$ cat src/rtl/skinny_cms_pkg.sv
// Shared constants for the CMS-masked SKINNY-128 8-bit S-box pipeline.
// Gadget indices select each gadget's slice of the randomness bus.
package skinny_cms_pkg;

  localparam int SBOX8_LAT     = 4;
  localparam int SBOX8_NGADGET = 8;

  localparam int G_B764 = 0;
  localparam int G_B320 = 1;
  localparam int G_B216 = 2;
  localparam int G_B015 = 3;
  localparam int G_B131 = 4;
  localparam int G_B237 = 5;
  localparam int G_B303 = 6;
  localparam int G_B452 = 7;

  function automatic int rand_w(input int n);
    return SBOX8_NGADGET * n * n;
  endfunction

endpackage

$ cat src/rtl/cms_sbox8_cfn_pipe.sv
// One CMS gadget computing NOR(a,b)^z on N-share bits.
// The cross products are refreshed, registered, then compressed after the register.
module cms_sbox8_cfn_pipe
  import skinny_cms_pkg::*;
#(
  parameter int N = 2
) (
  input  logic           clk,
  input  logic           rst_n,
  input  logic           en,
  input  logic [N-1:0]   a,
  input  logic [N-1:0]   b,
  input  logic [N-1:0]   z,
  input  logic [N*N-1:0] rr,
  output logic [N-1:0]   f
);

  localparam int NN = N * N;

  logic [N-1:0]  x, y, z_q;
  logic [NN-1:0] rg_d, rg_q;

  // Inverting share 0 alone inverts the unmasked value, so XOR of all x_i&y_j is ~a&~b.
  always_comb begin
    x    = a;
    y    = b;
    x[0] = ~a[0];
    y[0] = ~b[0];
    rg_d = '0;
    for (int i = 0; i < N; i++) begin
      for (int j = 0; j < N; j++) begin
        int k;
        k       = i * N + j;
        rg_d[k] = (x[i] & y[j]) ^ rr[k] ^ rr[(k + 1) % NN];
      end
    end
  end

  always_ff @(posedge clk or negedge rst_n) begin
    if (!rst_n) begin
      rg_q <= '0;
      z_q  <= '0;
    end else if (en) begin
      rg_q <= rg_d;
      z_q  <= z;
    end
  end

  always_comb begin
    f = z_q;
    for (int i = 0; i < N; i++) begin
      for (int j = 0; j < N; j++) begin
        f[i] = f[i] ^ rg_q[i * N + j];
      end
    end
  end

endmodule

$ cat src/rtl/skinny_sbox8_cms_pipelined.sv
// N-share CMS-masked SKINNY-128 S8 with a register after each of its four nonlinear layers.
// Input bits and early gadget results are delay-lined so every gadget sees one byte.
module skinny_sbox8_cms_pipelined
  import skinny_cms_pkg::*;
#(
  parameter int N = 2
) (
  input  logic                   clk,
  input  logic                   rst_n,
  input  logic                   en,
  input  logic                   in_valid,
  input  logic [8*N-1:0]         si,
  input  logic [rand_w(N)-1:0]   r,
  output logic                   out_valid,
  output logic [8*N-1:0]         so
);

  localparam int NN = N * N;

  logic [N-1:0] a [8];
  logic [N-1:0] b1d, b5d;
  logic [N-1:0] b3d [2];
  logic [N-1:0] b7d [2];
  logic [N-1:0] b2d [3];
  logic [N-1:0] a0d [3];
  logic [N-1:0] a1d [3];
  logic [N-1:0] a2d [3];
  logic [N-1:0] a3d [2];
  logic [N-1:0] a4d [2];
  logic [N-1:0] a5d, a6d;
  logic [SBOX8_LAT-1:0] vpipe;

  function automatic logic [N-1:0] bs(input logic [8*N-1:0] v, input int k);
    logic [N-1:0] t;
    t = '0;
    for (int s = 0; s < N; s++) t[s] = v[8 * s + k];
    return t;
  endfunction

  cms_sbox8_cfn_pipe #(.N(N)) u_g0 (.clk(clk), .rst_n(rst_n), .en(en),
    .a(bs(si, 7)), .b(bs(si, 6)), .z(bs(si, 4)), .rr(r[G_B764*NN +: NN]), .f(a[0]));
  cms_sbox8_cfn_pipe #(.N(N)) u_g1 (.clk(clk), .rst_n(rst_n), .en(en),
    .a(bs(si, 3)), .b(bs(si, 2)), .z(bs(si, 0)), .rr(r[G_B320*NN +: NN]), .f(a[1]));
  cms_sbox8_cfn_pipe #(.N(N)) u_g2 (.clk(clk), .rst_n(rst_n), .en(en),
    .a(bs(si, 2)), .b(bs(si, 1)), .z(bs(si, 6)), .rr(r[G_B216*NN +: NN]), .f(a[2]));
  cms_sbox8_cfn_pipe #(.N(N)) u_g3 (.clk(clk), .rst_n(rst_n), .en(en),
    .a(a[0]), .b(a[1]), .z(b5d), .rr(r[G_B015*NN +: NN]), .f(a[3]));
  cms_sbox8_cfn_pipe #(.N(N)) u_g4 (.clk(clk), .rst_n(rst_n), .en(en),
    .a(a[1]), .b(b3d[0]), .z(b1d), .rr(r[G_B131*NN +: NN]), .f(a[4]));
  cms_sbox8_cfn_pipe #(.N(N)) u_g5 (.clk(clk), .rst_n(rst_n), .en(en),
    .a(a2d[0]), .b(a[3]), .z(b7d[1]), .rr(r[G_B237*NN +: NN]), .f(a[5]));
  cms_sbox8_cfn_pipe #(.N(N)) u_g6 (.clk(clk), .rst_n(rst_n), .en(en),
    .a(a[3]), .b(a0d[0]), .z(b3d[1]), .rr(r[G_B303*NN +: NN]), .f(a[6]));
  cms_sbox8_cfn_pipe #(.N(N)) u_g7 (.clk(clk), .rst_n(rst_n), .en(en),
    .a(a4d[0]), .b(a[5]), .z(b2d[2]), .rr(r[G_B452*NN +: NN]), .f(a[7]));

  // Index 0 of each line lags its source by one enabled cycle.
  always_ff @(posedge clk or negedge rst_n) begin
    if (!rst_n) begin
      b1d   <= '0;
      b5d   <= '0;
      a5d   <= '0;
      a6d   <= '0;
      vpipe <= '0;
      for (int i = 0; i < 2; i++) begin
        b3d[i] <= '0;
        b7d[i] <= '0;
        a3d[i] <= '0;
        a4d[i] <= '0;
      end
      for (int i = 0; i < 3; i++) begin
        b2d[i] <= '0;
        a0d[i] <= '0;
        a1d[i] <= '0;
        a2d[i] <= '0;
      end
    end else if (en) begin
      b1d    <= bs(si, 1);
      b5d    <= bs(si, 5);
      b3d[0] <= bs(si, 3);
      b3d[1] <= b3d[0];
      b7d[0] <= bs(si, 7);
      b7d[1] <= b7d[0];
      b2d[0] <= bs(si, 2);
      b2d[1] <= b2d[0];
      b2d[2] <= b2d[1];
      a0d[0] <= a[0];
      a0d[1] <= a0d[0];
      a0d[2] <= a0d[1];
      a1d[0] <= a[1];
      a1d[1] <= a1d[0];
      a1d[2] <= a1d[1];
      a2d[0] <= a[2];
      a2d[1] <= a2d[0];
      a2d[2] <= a2d[1];
      a3d[0] <= a[3];
      a3d[1] <= a3d[0];
      a4d[0] <= a[4];
      a4d[1] <= a4d[0];
      a5d    <= a[5];
      a6d    <= a[6];
      vpipe  <= {vpipe[SBOX8_LAT-2:0], in_valid};
    end
  end

  always_comb begin
    so = '0;
    for (int s = 0; s < N; s++) begin
      so[8 * s + 0] = a[7][s];
      so[8 * s + 1] = a5d[s];
      so[8 * s + 2] = a2d[2][s];
      so[8 * s + 3] = a4d[1][s];
      so[8 * s + 4] = a6d[s];
      so[8 * s + 5] = a1d[2][s];
      so[8 * s + 6] = a0d[2][s];
      so[8 * s + 7] = a3d[1][s];
    end
  end

  assign out_valid = vpipe[SBOX8_LAT-1];

endmodule

$ cat config.mk
export PLATFORM = sky130hd
export DESIGN_NAME = skinny_sbox8_cms_pipelined
export DESIGN_NICKNAME = d
export VERILOG_FILES = /design/src/rtl/skinny_cms_pkg.sv /design/src/rtl/cms_sbox8_cfn_pipe.sv /design/src/rtl/skinny_sbox8_cms_pipelined.sv
export SDC_FILE = /design/constraint.sdc
export NUM_CORES = 1
export LEC_CHECK = 0
export ABC_AREA = 1
export ABC_CLOCK_PERIOD_IN_PS = 2100
export BUFFER_PORTS_ARGS = -buffer_cell sky130_fd_sc_hd__clkbuf_2
export CORE_ASPECT_RATIO = 2
export CORE_MARGIN = 1
export CORE_UTILIZATION = 55
export DETAILED_ROUTE_END_ITERATION = 8
export PLACE_DENSITY = 0.75
export SYNTH_ARGS = -nofsm -noshare
export SYNTH_HDL_FRONTEND = slang
export SYNTH_SLANG_ARGS = --single-unit
$ cat constraint.sdc
create_clock -name clk -period 2.1 [get_ports clk]
set_clock_uncertainty 0.2 [all_clocks]
set_input_delay 0.105 -clock clk [delete_from_list [all_inputs] [get_ports clk]]
set_output_delay 0.105 -clock clk [all_outputs]
set_load 0.03 [all_outputs]
==> results by group <==
Hold path
  – Worst Hold Class: input pin to flip-flop
  – Hold Path Depth: 4
  – End point of the worst hold path: u_g1.rg_q[3]$_DFFE_PN0P_
  – Start point of the worst hold path: r[4]

Power and ir drop
  – Combinational power share: a little over a quarter
  – Cell-internal power: 3.78 mW
  – Share of total power in the clock network: 28.6%
  – Leakage power of the design: 3.23 nW
  – Peak supply drop: roughly 570 µV
  – Design Power: 5.69 mW
  – Total net switching power: 1.90 mW
  – Fraction of power spent switching nets: 33.5%
  – Power density over the cells: 924 nW/µm²
  – Power share of the sequential group: around 44%

Worst setup path
  – Worst EP required: 2.13 ns
  – Critical path's top delay family: buffers and inverters
  – Delay contributed by the slowest stage of the critical path: 0.59 ns
  – CP dominant cell by count: dlygate4sd3_1
  – Arrival time reported for the critical path endpoint: 1.78 ns
  – Setup CP Type: input pin to flip-flop
  – Critical path endpoint category: flip-flop
  – Slowest cell on crit path: dlygate4sd3_1
  – Source of the worst register-to-register timing path: u_g3.rg_q[2]$_DFFE_PN0P_
  – Worst flop-to-flop path endpoint: u_g5.rg_q[1]$_DFFE_PN0P_
  – Cell-by-cell listing of the critical path: dlygate4sd3_1 > clkbuf_2 > xnor2_1 > dlygate4sd3_1 > nand2_1 > nand3_1 > o21ai_0
  – Nature of the critical path startpoint: input pin
  – Worst reg-to-reg path cell count: 5
  – Buffers & Inverters on Critical Path: 3
  – Worst Path Max Fanout: 2
  – FF-to-FF setup slack: 0.71 ns

STA
  – Fin Setup TNS: 0 ns
  – Final setup violation count: 0
  – Minimum period implied by the final worst setup slack: approximately 1.8 ns
  – Max-slew violation count: 0
  – Hold Violations, Final: 1
  – Worst-case setup margin in the final layout: 0.349 ns
  – Tcrit/Tclk final: about 83%
  – Fin Hold WS: -0.0378 ns
  – Unrepaired setup endpoints after global routing: false
  – Max-Slew Margin vs Limit: 62.2%
  – Fmax: approximately 570 MHz
  – Actual slew at the worst max-slew pin: 0.566 ns

Layout
  – Non-Filler Cell Area, Final: approximately 6000 µm²
  – Fin util: 68.7%
  – Layout area overhead: 21.8%
  – Top library cells by usage in the layout, fill and taps aside: 239 x nand2_1, 100 x dfrtp_1, 67 x clkbuf_2, 56 x inv_1
  – Flip-flop count of the largest register after layout: 10
  – Share of final-layout standard cells stronger than drive strength 1: between 10% and 20%
  – Post-Layout Cell Count: 830
  – Number of nets in the layout: 775
  – Most common library cell in the layout ignoring fill and taps: nand2_1
  – Antenna diode instance count: 0

Yosys
  – Number of different library cells in the post-synthesis netlist: 24
  – Post-synthesis instance area: approximately 5000 µm²
  – Gate count of the mapped netlist: a little over 600
  – Average size of a mapped cell: 8.10 µm²
  – Synth warnings: 0
  – FF+latch count, synth: 100
  – Synth Net Count: slightly below 700
  – Share of the yosys chip area belonging to registers: 49.6%

Die
  – Die outline height: 137 µm
  – # rows: 49
  – Starting density of the core: 56.4%
  – Die X: 69.7 µm
  – Number of I/O pins: approximately 70
  – Overall die area: 9590 µm²
  – Core area: 8950 µm²

Placement
  – Number of placed instances with taps included: 762
  – DP Worst Slack: slightly above 0.7 ns
  – Detailed-placement wirelength estimate: about 7300 µm
  – Total cell area at the placement stage: 5350 µm²
  – PortBufs: 68
  – Final GP Congestion: 0.810

GRT
  – Number of global-route vias before repair: 4,159
  – Pin count of the biggest net entering global routing: between 100 and 150
  – Initial antenna violation count: 0
  – Global-route usage over all layers: 25.6%
  – Grt total ovfl: 0
  – First-pass GRT wire length: 19,000 µm

Detailed routing
  – Per-cell via count in the routed design: 5.12
  – Remaining antenna violation count: 0
  – DRC Markers: 0
  – Mean routed wirelength per cell: 14.0 µm
  – Detailed Route WL: 11,600 µm
  – Vias: between 4,000 and 5,000
  – Total iterations of the first detailed-routing run: 5
  – Drt first-iter violations: between 200 and 300

Run status
  – Violations in the final reports: hold timing
  – Outcome: finished, violations left

Clock tree
  – CTS sink cnt: 100
  – Number of resized instances in the post-cts repair step: 0
  – Clock Pin Slew Worst Setup and Hold Paths: 0.07 ns
  – Number of clock buffers inserted by TritonCTS: 9
  – Clock latency reported for the late side of the worst-skew pair: 0.35 ns
  – CTS H-tree depth: 3
  – CTS tree: built
  – Root buffer cell: clkbuf_16
  – Max Root-Sink Buffers: 2

Flow run
  – Number of maximum-capacitance violations: 0
==> routing by layer <==
metal  track usage (%)  wire length (µm)
met3              3.44               364
met5                 0                 0
met1              27.4              4400
met2              46.6              6190
met4              16.7               652
==> layout make-up <==
| cell class | instances | area [µm²] |
|---|---|---|
| timing repair buffer | 124 | 931 |
| inverter | 59 | 221 |
| fill | 717 | 2800 |
| clock buffer | 11 | 233 |
| sequential | 100 | 2500 |
| multi-input combinational | 429 | 2080 |
| tap | 102 | 128 |
| clock inverter | 5 | 52.6 |
==> synthesized netlist by cell type <==
master	instances	share of area, %
xor2_1	29	5.0
or2_1	1	0.12
or2_0	1	0.12
o21bai_1	2	0.30
a21o_1	2	0.30
clkbuf_1	5	0.37
inv_1	56	4.2
xnor2_1	25	4.3
nand3_1	52	5.2
o21ai_0	40	4.0
or2_2	4	0.50
nand3b_1	3	0.45
buf_4	24	3.6
nor2_1	9	0.67
nand4_1	6	0.74
o21ai_1	10	0.99
nand3_2	1	0.20
buf_6	2	0.45
dfrtp_1	100	50
a31oi_1	1	0.12
buf_2	4	0.40
nand2_2	4	0.50
inv_2	3	0.22
nand2_1	239	18
==> worst min-delay path, cell delays in order <==
cell and delay (ns):
clkbuf_2 0.10, xnor2_1 0.08, xnor2_1 0.12, o21ai_0 0.06
==> what timing repair did <==
| action | CTS | global route |
|---|---|---|
| buffers inserted | 0 | 0 |
| hold buffers | 52 | 0 |
| endpoints found under the hold margin | 143 | 0 |
==> cells by family after synthesis <==
| kind of cell | synth area share [%] |
|---|---|
| simple gates | 26.2 |
| flops | 49.6 |
| buf+inv | 9.17 |
| compound gates | 5.68 |
| xor+xnor | 9.37 |
==> power by group through the flow <==
stage	Combinational (mW)	Sequential (mW)	Clock, mW
2_1_floorplan	1.10	2.55	0
3_3_place_gp	1.39	2.55	0
3_5_place_dp	1.43	2.56	0
4_1_cts	1.53	2.53	1.64
5_1_grt	1.71	2.57	1.71
6_report	1.53	2.53	1.63
==> how the worst max path moves through the flow <==
stage | start | end | cells after the start
after floorplan | u_g3.z_q[1]$_DFFE_PN0P_ | u_g5.rg_q[3]$_DFFE_PN0P_ | 8
after global placement | en | u_g0.rg_q[0]$_DFFE_PN0P_ | 4
after detailed placement | en | a0d[4]$_DFFE_PN0P_ | 4
after CTS | r[12] | u_g3.rg_q[0]$_DFFE_PN0P_ | 8
after global routing | r[2] | u_g0.rg_q[1]$_DFFE_PN0P_ | 7
final | r[2] | u_g0.rg_q[2]$_DFFE_PN0P_ | 7
Note: power is estimated with default switching activity, not from simulation.
